==> src/rtl/l3_adder_pkg.sv <==
// Shared types and defaults for the L3 adder sequencer and its result FIFO.
package l3_adder_pkg;

  localparam int DEF_DATA_WIDTH = 18;
  localparam int DEF_ARRAY_SIZE = 2;
  localparam int LANE_OUT_W     = DEF_DATA_WIDTH + 1;

  // Pairing state: either waiting for operand A or holding it for operand B.
  typedef enum logic {
    IDLE   = 1'b0,
    HAVE_A = 1'b1
  } state_t;

  // One entry of the issue tag pipeline that shadows the adder latency.
  typedef struct packed {
    logic valid;
    logic last;
  } tag_t;

endpackage

==> src/rtl/l3_result_fifo.sv <==
// Synchronous FIFO that buffers adder results plus their window-last flag.
// Head entry is presented combinationally; DEPTH must be a power of two.
module l3_result_fifo #(
  parameter int WIDTH = 39,
  parameter int DEPTH = 4
) (
  input  logic                       clk,
  input  logic                       reset,
  input  logic                       push,
  input  logic [WIDTH-1:0]           push_data,
  input  logic                       pop,
  output logic [WIDTH-1:0]           pop_data,
  output logic                       empty,
  output logic [$clog2(DEPTH):0]     count
);

  localparam int AW = $clog2(DEPTH);
  localparam int CW = AW + 1;

  logic [WIDTH-1:0] mem [DEPTH];
  logic [AW-1:0]    wr_ptr;
  logic [AW-1:0]    rd_ptr;
  logic             do_push;
  logic             do_pop;

  // A pop frees the slot being written, so push while full is legal only alongside a pop.
  always_comb begin
    do_pop  = pop & (count != '0);
    do_push = push & ((count != CW'(DEPTH)) | do_pop);
  end

  // Storage, pointers and occupancy; reset empties the FIFO and clears stale contents.
  always_ff @(posedge clk or negedge reset) begin
    if (!reset) begin
      wr_ptr <= '0;
      rd_ptr <= '0;
      count  <= '0;
      for (int i = 0; i < DEPTH; i++) begin
        mem[i] <= '0;
      end
    end else begin
      if (do_push) begin
        mem[wr_ptr] <= push_data;
        wr_ptr      <= wr_ptr + 1'b1;
      end
      if (do_pop) begin
        rd_ptr <= rd_ptr + 1'b1;
      end
      case ({do_push, do_pop})
        2'b10:   count <= count + 1'b1;
        2'b01:   count <= count - 1'b1;
        default: count <= count;
      endcase
    end
  end

  assign pop_data = mem[rd_ptr];
  assign empty    = (count == '0);

endmodule

==> src/rtl/l3_adder_sequencer.sv <==
// Pairs packed partial-sum words from the L2 stage and issues them to the L3 adder array.
// A tag pipeline tracks results through the adder; issue is credit-gated so the result
// FIFO can always absorb every result that is in flight.
module l3_adder_sequencer
  import l3_adder_pkg::*;
#(
  parameter int DATA_WIDTH  = DEF_DATA_WIDTH,
  parameter int ARRAY_SIZE  = DEF_ARRAY_SIZE,
  parameter int ADD_LATENCY = 1,
  parameter int OUT_DEPTH   = 4
) (
  input  logic                               clk,
  input  logic                               reset,
  input  logic                               in_valid,
  output logic                               in_ready,
  input  logic [DATA_WIDTH*ARRAY_SIZE-1:0]   in_data,
  input  logic                               in_last,
  output logic                               add_enable,
  output logic [DATA_WIDTH*ARRAY_SIZE-1:0]   add_num_1,
  output logic [DATA_WIDTH*ARRAY_SIZE-1:0]   add_num_2,
  input  logic [(DATA_WIDTH+1)*ARRAY_SIZE-1:0] add_out_num,
  output logic                               out_valid,
  input  logic                               out_ready,
  output logic [(DATA_WIDTH+1)*ARRAY_SIZE-1:0] out_data,
  output logic                               out_last,
  output logic                               busy
);

  localparam int IN_W   = DATA_WIDTH * ARRAY_SIZE;
  localparam int OUT_W  = (DATA_WIDTH + 1) * ARRAY_SIZE;
  localparam int FIFO_W = OUT_W + 1;
  localparam int CNT_W  = $clog2(OUT_DEPTH) + 1;
  localparam int PEND_W = $clog2(OUT_DEPTH + ADD_LATENCY + 2) + 1;

  state_t            state;
  logic [IN_W-1:0]   hold_a;
  tag_t              tag_pipe [ADD_LATENCY+1];

  logic              accept;
  logic              issue_fire;
  logic              credit_ok;
  logic [PEND_W-1:0] pending;

  logic [CNT_W-1:0]  fifo_count;
  logic              fifo_empty;
  logic              fifo_push;
  logic [FIFO_W-1:0] fifo_head;

  // Results already buffered plus every issue still travelling through the adder.
  // Stage 0 of the tag pipeline is the issue currently presented to the array.
  always_comb begin
    pending = PEND_W'(fifo_count) + PEND_W'(tag_pipe[0].valid);
    for (int i = 1; i <= ADD_LATENCY; i++) begin
      pending = pending + PEND_W'(tag_pipe[i].valid);
    end
  end

  // Accept only while a FIFO slot is guaranteed for anything this word could issue.
  // An issue happens when the word completes a pair or closes a window on its own.
  always_comb begin
    credit_ok  = (pending < PEND_W'(OUT_DEPTH));
    accept     = in_valid & credit_ok;
    issue_fire = accept & ((state == HAVE_A) | in_last);
  end

  assign in_ready = credit_ok;

  // Pairing FSM with registered adder operands; add_enable is a one-cycle pulse per issue.
  always_ff @(posedge clk or negedge reset) begin
    if (!reset) begin
      state      <= IDLE;
      hold_a     <= '0;
      add_enable <= 1'b0;
      add_num_1  <= '0;
      add_num_2  <= '0;
    end else begin
      add_enable <= 1'b0;
      if (accept) begin
        case (state)
          IDLE: begin
            if (in_last) begin
              add_num_1  <= in_data;
              add_num_2  <= '0;
              add_enable <= 1'b1;
            end else begin
              hold_a <= in_data;
              state  <= HAVE_A;
            end
          end
          HAVE_A: begin
            add_num_1  <= hold_a;
            add_num_2  <= in_data;
            add_enable <= 1'b1;
            state      <= IDLE;
          end
          default: state <= IDLE;
        endcase
      end
    end
  end

  // Tag pipeline: the tail lines up with add_out_num becoming valid for that issue.
  always_ff @(posedge clk or negedge reset) begin
    if (!reset) begin
      for (int i = 0; i <= ADD_LATENCY; i++) begin
        tag_pipe[i] <= '0;
      end
    end else begin
      tag_pipe[0] <= '{valid: issue_fire, last: issue_fire & in_last};
      for (int i = 1; i <= ADD_LATENCY; i++) begin
        tag_pipe[i] <= tag_pipe[i-1];
      end
    end
  end

  assign fifo_push = tag_pipe[ADD_LATENCY].valid;

  l3_result_fifo #(
    .WIDTH (FIFO_W),
    .DEPTH (OUT_DEPTH)
  ) u_result_fifo (
    .clk       (clk),
    .reset     (reset),
    .push      (fifo_push),
    .push_data ({tag_pipe[ADD_LATENCY].last, add_out_num}),
    .pop       (out_ready),
    .pop_data  (fifo_head),
    .empty     (fifo_empty),
    .count     (fifo_count)
  );

  assign out_valid = ~fifo_empty;
  assign out_data  = fifo_head[OUT_W-1:0];
  assign out_last  = fifo_head[OUT_W] & ~fifo_empty;
  assign busy      = (state == HAVE_A) | (pending != '0);

endmodule

==> config.mk <==
export PLATFORM = sky130hd
export DESIGN_NAME = l3_adder_sequencer
export DESIGN_NICKNAME = d
export VERILOG_FILES = /design/src/rtl/l3_adder_pkg.sv /design/src/rtl/l3_result_fifo.sv /design/src/rtl/l3_adder_sequencer.sv
export SDC_FILE = /design/constraint.sdc
export NUM_CORES = 1
export LEC_CHECK = 0
export BUFFER_PORTS_ARGS = -buffer_cell sky130_fd_sc_hd__clkbuf_2
export CAP_MARGIN = 20
export CELL_PAD_IN_SITES_DETAIL_PLACEMENT = 0
export CELL_PAD_IN_SITES_GLOBAL_PLACEMENT = 1
export CORE_AREA = 2 2 115 229
export DETAILED_ROUTE_END_ITERATION = 6
export DIE_AREA = 0 0 117 231
export PLACE_DENSITY_LB_ADDON = 0.15
export SLEW_MARGIN = 20
export SYNTH_ARGS = -nofsm -noshare
export SYNTH_HDL_FRONTEND = slang
export SYNTH_SLANG_ARGS = --single-unit
==> constraint.sdc <==
create_clock -name clk -period 3.3 [get_ports clk]
set_input_delay 0.495 -clock clk [delete_from_list [all_inputs] [get_ports clk]]
set_output_delay 0.495 -clock clk [all_outputs]
set_load 0.005 [all_outputs]
==> parameters.txt, run 1 <==
Parameter                              Value

Global route
  Number of global-route vias before repair    7528
  GR Overflow Total    0
  Wire length of the first global-routing pass    41630 um
  GRT Overall Usage    0.1965
  Pin count of the biggest net entering global routing    102
  Number of antenna violations at the first check in global routing    0

Routing
  Via-per-instance ratio    5.323
  DRC violation count after routing    0
  Number of DRC markers after the initial detailed-route iteration    311
  Average wire per standard cell    19.65 um
  Number of nets with antenna violations after detailed routing    0
  DRT Pass-1 Iters    4
  Via count    6946
  Post-Route WL    25650 um

Clock tree
  Register clock-pin slew on the reported worst setup and hold paths    0.06 ns
  Clock tree from TritonCTS    done
  Number of sinks driven by the clock tree    276
  Number of cells upsized or downsized after cts    0
  CTS Root Buffer Type    clkbuf_16
  Hold bufs inserted after CTS    0
  H-tree depth reported by CTS    1
  Inserted Clock Buffers    26
  Clock latency of the later-clocked register in the worst-skew pair    0.53 ns
  Clock Tree Buf Depth    3
  Number of post-CTS setup repair buffers    0

Setup path
  Crit-path max cell delay    0.41 ns
  CP Data Required Time    2.80 ns
  Type of the worst setup path    reg -> out
  Arrival @ worst endpoint    2.29 ns
  Maximum net fanout on the critical path    5
  Critical-path cell with the highest stage delay    fa_1
  Crit. End Element    output port
  Most repeated library cell on the critical path    inv_1
  Sequence of cells on the critical path    inv_1 -> fa_1 -> inv_1 -> ha_1 -> nand2_1 -> o21a_1 -> inv_1 -> nand3_1 -> clkbuf_2
  Startpoint kind of the worst setup timing path    flop

Logic synthesis
  Async set or reset register ratio after synthesis    1.000
  Syn Nets    844
  Cell type with the largest total area after synthesis    dfrtp_1
  Synth cell types    31
  Commonest register cell after synthesis    dfrtp_1
  Number of enable-type register cells in the synthesized netlist    0
  Fraction of the yosys area taken by sequential cells    0.5870
  Post-synthesis instance total    757
  Post-synthesis sequential element count    276
  Ranking of synthesized cells by area    dfrtp_1 (59%), mux2_2 (16%), mux4_2 (7.5%), mux2_4 (3.7%), mux2i_1 (3.1%)
  Number of warnings printed during yosys synthesis    0
  Synthesized cell area    11770 um2
  Top-area cell type share of the netlist area    0.5870
  Mean instance size in the synthesized netlist    15.54 um2

Placement
  Count of port buffers added during placement    193
  Post-DP HPWL    16290 um
  Area after DPL    13100 um2
  Final GP Congestion    0.7364
  Post-Place Cells    1258

Finish
  Number of cells in the finished layout apart from fillers    1305
  Synth-to-layout area growth    18.54%
  Proportion of layout cells with a drive suffix above 1    0.5150
  Diodes inserted    0
  Final core area utilization    0.5481
  # nets final    1033
  Post-Layout Inst Area    13950 um2

Power and ir drop
  Static leakage    6.576 nW
  P per Cell Area    991.9 nW/um2
  Highest ir drop seen on vdd    0.0005313 V

Timing
  Final Max Slew Viols    0
  Count of final setup violators    0
  Post-route clock period utilization    0.8450
  Final Hold Viols    0
  Setup clock skew after layout    0.01086 ns
  Slew @ Worst Pin    0.7765 ns
  Final worst path period need    2.789 ns
  Setup total negative slack    0 ns
  Upper clock frequency limit    358.6 MHz
  RSZ-0062 raised after global routing    false
  Slew headroom    0.4823

Floorplan
  IO Count    194
  Die width    117 um
  Die height    231 um
  Initial core utilization    0.4624
  Core Region    25440 um2
  Total number of placement rows    83
  Floorplan die area    27030 um2

Hold path
  Hold WC Path Type    in -> async

Job
  Max-cap check violation count    0

Outcome
  Run status    finished, final reports clean
[worst max-delay path, delay by kind of cell, from the launching register on]
kind                       cells  cell delay, ns
AOI/OAI and AO/OA              1            0.20
adders and majority gates      2            0.56
and+or+nand+nor                2            0.17
DFF                            1            0.39
buffers and inverters          4            0.44
[cell usage after synthesis (3+ instances only)]
cell type and number:
mux2i_1 37, nor2_1 3, mux4_2 39, clkbuf_1 15, nand2_1 4, and2_1 6
buf_1 6, mux2_4 29, xor2_1 3, buf_2 24, buf_12 3, xnor2_1 3
a22o_1 36, mux2_2 163, dfrtp_1 276, o21ai_0 72, ha_1 6, inv_1 12
o21ai_1 3, buf_4 4
[per-layer routing]
metal	part of all wire	wire [um]	vias up	track usage
li1	-	-	3146	-
met1	0.43	11110	3616	0.2665
met2	0.49	12600	150	0.3192
met3	0.055	1400	34	0.04227
met4	0.021	541	0	0.05441
met5	0	0	-	0
[logic make-up after synthesis]
kind of cell / count (synthesis) / synth area share
adders and majority gates: 8 / 0.009784
buffers and inverters: 65 / 0.02935
DFF: 276 / 0.5870
and+or+nand+nor: 22 / 0.01085
muxes: 268 / 0.2992
AOI/OAI and AO/OA: 112 / 0.05934
xor gates and xnor gates: 6 / 0.004467
[layout make-up]
cell class | instances | area [um2]
multi-input cells | 416 | 4524
clock inverters | 7 | 40.04
inverters | 12 | 45.04
fillers | 2144 | 11500
well taps | 340 | 425.4
repair buffers | 214 | 1196
clock buffers | 40 | 804.5
flip-flops and latches | 276 | 6910
[stage by stage]
| stage | total power, mW | worst slack [ns] | hold WS [ns] |
|---|---|---|---|
| 2_1_floorplan | 9.142 | 0.8999 | 0.1994 |
| 5_1_grt | 14.80 | 0.2719 | 0.05753 |
| 3_3_place_gp | 10.87 | 0.6163 | 0.3619 |
| 6_report | 13.83 | 0.5114 | 0.002745 |
| 4_1_cts | 14.08 | 0.4586 | 0.03337 |
| 3_5_place_dp | 11.06 | 0.5284 | 0.3755 |
[sequential cells by signal (all words and copies together), names as in the netlist]
name                  count
add_enable                1
add_num_1                36
add_num_2                36
fifo_push                 1
hold_a                   36
state                     1
tag_pipe                  2
u_result_fifo.count       3
u_result_fifo.mem       156
u_result_fifo.rd_ptr      2
u_result_fifo.wr_ptr      2
[cell usage in the layout, fill, tap and decap left out, drive strengths merged]
master / n
dfrtp: 276
clkbuf: 232
mux2: 192
o21ai: 75
mux4: 39
mux2i: 37
a22o: 36
buf: 22
inv: 12
ha: 6
and2: 6
clkinv: 5
nand2: 4
nor2: 3
xnor2: 3
xor2: 3
and3: 2
fa: 2
clkinvlp: 2
or3: 1
nor4b: 1
and2b: 1
or2: 1
o21a: 1
nand3: 1
nand2b: 1
or4: 1
[final timing paths]
check	from	end	slack, ns	cells past startpoint
max in group asynchronous	reset	u_result_fifo.mem[64]$_DFFE_PN0P_	2.37	2
worst min register to register	tag_pipe[2]$_DFF_PN0_	tag_pipe[0]$_DFF_PN0_	0.39	0
min in group clk	in_data[25]	add_num_2[25]$_DFFE_PN0P_	0.21	2
worst min-delay path	reset	u_result_fifo.mem[114]$_DFFE_PN0P_	0.003	1
worst max-delay path	u_result_fifo.count[0]$_DFFE_PN0P_	busy	0.51	9
worst max register to register	u_result_fifo.count[0]$_DFFE_PN0P_	add_num_2[34]$_DFFE_PN0P_	0.57	10
[power by group]
group / total, mW / switching [mW] / internal, mW
Combinational: 5.04 / 2.08 / 2.96
Clock: 2.95 / 1.27 / 1.68
Sequential: 5.85 / 0.874 / 4.97
Total: 13.8 / 4.23 / 9.61
Note: power is estimated with default switching activity, not from simulation.
==> run 2: changes to the inputs <==
--- a/config.mk
+++ b/config.mk
@@ -9,9 +9,9 @@
 export CAP_MARGIN = 20
 export CELL_PAD_IN_SITES_DETAIL_PLACEMENT = 0
 export CELL_PAD_IN_SITES_GLOBAL_PLACEMENT = 1
-export CORE_AREA = 2 2 115 229
+export CORE_AREA = 2 2 122 242
 export DETAILED_ROUTE_END_ITERATION = 6
-export DIE_AREA = 0 0 117 231
+export DIE_AREA = 0 0 124 244
 export PLACE_DENSITY_LB_ADDON = 0.15
 export SLEW_MARGIN = 20
 export SYNTH_ARGS = -nofsm -noshare
==> constraint.sdc (replaced) <==
create_clock -name clk -period 2.5 [get_ports clk]
set_input_delay 0.375 -clock clk [delete_from_list [all_inputs] [get_ports clk]]
set_output_delay 0.375 -clock clk [all_outputs]
set_load 0.005 [all_outputs]
==> run 2 against run 1 <==
  * Critical path depth stayed put
  * Wire length is 5.2% higher
  * Critical path type unchanged
  * Largest cell class unchanged
  * Sequential power is 31% higher
  * Clock power is 39% higher
  * Register-to-register slack worse by 0.48 ns
  * First-iteration DRC count is 26% lower
  * Hold slack better by 0.076 ns
  * Utilization is 4.3 points lower
  * Global-route usage is 1.2 points lower
  * Die area is 12% higher
==> parameters.txt, run 2 (synthesized netlist as in run 1, its figures left out) <==
Parameter                              Value

Power and ir drop
  Internal power    13.15 mW (+37%)
  Net switching power    5.715 mW (+35%)
  Gate power share    0.375 (+0.011)
  Share of total power in sequential cells    0.407 (-0.016)
  Clock power frac    0.218 (+0.005)
  Highest ir drop seen on vdd    0.0005704 V (+7.4%)
  P per Cell Area    1320 nW/um2 (+33%)
  Total power after layout    18.86 mW (+36%)
  Static leakage    6.734 nW (+2.4%)
  Fraction of power spent switching nets    0.3030 (-0.002520)

Setup path
  Start point of the critical path    u_result_fifo.count[0]$_DFFE_PN0P_
  Startpoint kind of the worst setup timing path    flop
  Cells on worst reg2reg path    9 (-1)
  Endpoint of the worst register-to-register path    hold_a[24]$_DFFE_PN0P_
  Maximum net fanout on the critical path    3 (-2)
  R2r setup slk    0.09 ns (-0.48 ns)
  CP Data Required Time    2.12 ns (-0.68 ns)
  Most repeated library cell on the critical path    inv_2
  Cell family with most CP delay    adder cells
  Type of the worst setup path    reg -> out
  Crit-path max cell delay    0.39 ns (-0.02 ns)
  Arrival @ worst endpoint    2.11 ns (-0.18 ns)
  Critical-path cell with the highest stage delay    fa_2
  Sequence of cells on the critical path    inv_2 -> fa_2 -> inv_2 -> ha_4 -> nand2_2 -> o21a_1 -> inv_2 -> nand3_2 -> buf_6
  Number of buffer and inverter stages on the critical path    4 (unchanged)
  Critical register-to-register path startpoint    u_result_fifo.count[0]$_DFFE_PN0P_
  Crit. End Element    output port

Timing
  Upper clock frequency limit    402.2 MHz
  Slew @ Worst Pin    0.6041 ns (-0.1724 ns)
  Slew headroom    0.5973 (+0.1150)
  Setup total negative slack    0 ns (unchanged)
  Post-route clock period utilization    0.9946
  Final worst path period need    2.486 ns
  RSZ-0062 raised after global routing    true
  Worst hold slack across all endpoints    0.07891 ns (+0.07617 ns)
  Count of final setup violators    0 (unchanged)
  Setup clock skew after layout    0.01233 ns (+0.001474 ns)
  Final Hold Viols    0 (unchanged)
  Final Max Slew Viols    0 (unchanged)

Outcome
  Run status    finished, final reports clean

Clock tree
  Inserted Clock Buffers    27 (+3.8%)
  Number of sinks driven by the clock tree    276 (unchanged)
  Register clock-pin slew on the reported worst setup and hold paths    0.06 ns (about the same)
  Clock Tree Buf Depth    3 (unchanged)
  Clock latency of the later-clocked register in the worst-skew pair    0.54 ns (about the same)
  Clock tree from TritonCTS    done
  CTS Root Buffer Type    clkbuf_16
  H-tree depth reported by CTS    1 (unchanged)

Finish
  Synth-to-layout area growth    21.50%
  Number of cells in the finished layout apart from fillers    1341 (+2.8%)
  Top library cells by usage in the layout, fill and taps aside    dfrtp_1 (273), clkbuf_2 (190), mux2_2 (163)
  Register cell area after layout    6913 um2 (about the same)
  Number of fillers in the final layout    2569 (+20%)
  Max FFs per register    156 (unchanged)
  Area of combinational cells with multiple inputs    4547 um2 (+0.50%)
  Register with the most flip-flops    u_result_fifo.mem
  # nets final    1054 (+2.0%)
  Most common library cell in the layout ignoring fill and taps    dfrtp_1
  Diodes inserted    0 (unchanged)
  Proportion of layout cells with a drive suffix above 1    0.5340 (+0.01898)

Global route
  GRT Overall Usage    0.1841 (-0.01244)
  Pin count of the biggest net entering global routing    71 (-30%)
  GR Overflow Total    0 (unchanged)
  Number of antenna violations at the first check in global routing    2 (+2)
  Number of global-route vias before repair    7789 (+3.5%)
  Wire length of the first global-routing pass    43170 um (+3.7%)

Routing
  Post-Route WL    26980 um (+5.2%)
  Average wire per standard cell    20.12 um (+2.4%)
  DRC violation count after routing    0 (unchanged)
  Number of DRC markers after the initial detailed-route iteration    231 (-26%)
  Number of nets with antenna violations after detailed routing    0 (unchanged)
  Via count    7066 (+1.7%)
  DRT Pass-1 Iters    4 (unchanged)
  Via-per-instance ratio    5.269 (-1.0%)

Placement
  Post-Place Cells    1280 (+1.7%)
  Post-DP HPWL    17170 um (+5.5%)
  Count of port buffers added during placement    193 (unchanged)
  Final GP Congestion    0.7225 (-1.9%)

Floorplan
  Die height    244 um (+5.6%)
  Die width    124 um (+6.0%)
  IO Count    194 (unchanged)
  Core Region    28300 um2 (+11%)
  Floorplan die area    30260 um2 (+12%)
  Initial core utilization    0.4157 (-0.04671)
  Total number of placement rows    87 (+4.8%)

Job
  Max-cap check violation count    0 (unchanged)

Hold path
  Hold WC Path Type    in -> reg
  Cell count of the worst hold path    2
  Worst Hold End    add_num_2[8]$_DFFE_PN0P_
  Worst hold path startpoint    in_data[8]
-- run 2: power groups by stage --
stage / registers (mW) / clock network, mW / logic [mW]
global route: 7.97 / 4.43 / 7.82
finish: 7.68 / 4.11 / 7.08
floorplan: 7.40 / 0 / 4.66
detailed placement: 7.73 / 0 / 7.01
global placement: 7.69 / 0 / 6.88
CTS: 7.69 / 4.27 / 7.09
-- run 2: through the flow --
step	worst slack [ns]	util	area [um2]
after floorplan	0.09994	-	11770
after detailed placement	0.03396	0.4679	13240
after global routing	-0.09971	0.5051	14300
after CTS	-0.02264	0.5011	14180
after global placement	0.07687	0.4679	13240
final	0.01355	0.5051	14300
-- run 2: area by class of cell --
type                       count  share of cell area
sequential                   276              0.4836
multi-input combinational    416              0.3181
clock inverter                11            0.008403
inverter                      12            0.003151
timing repair buffer         234              0.1018
tap                          356             0.03116
clock buffer                  36             0.05383
-- run 2: layer usage --
metal  up-vias  wire [um]  global-route usage
met5         -         23                   0
met4         4        519             0.04825
met3        39       1216             0.03382
met2       161      14790              0.3363
met1      3683      10430              0.2183
li1       3179          -                   -
-- run 2: worst max-delay path by stage --
stage,endpoint,slack [ns],cells past startpoint
after floorplan,hold_a[10]$_DFFE_PN0P_,0.1,10
after global placement,hold_a[14]$_DFFE_PN0P_,0.08,9
after detailed placement,hold_a[12]$_DFFE_PN0P_,0.03,9
after CTS,out_data[15],-0.02,3
after global routing,busy,-0.1,9
final,busy,0.01,9
-- run 2: what timing repair did --
item                       4_1_cts  5_1_grt
cloned                           0        1
hold buffers                     1        0
gates resized for setup          4       10
buffers inserted                 5        7
hold endpoints to repair        64        0
pin swaps                        1        3
setup endpoints to repair       19       49
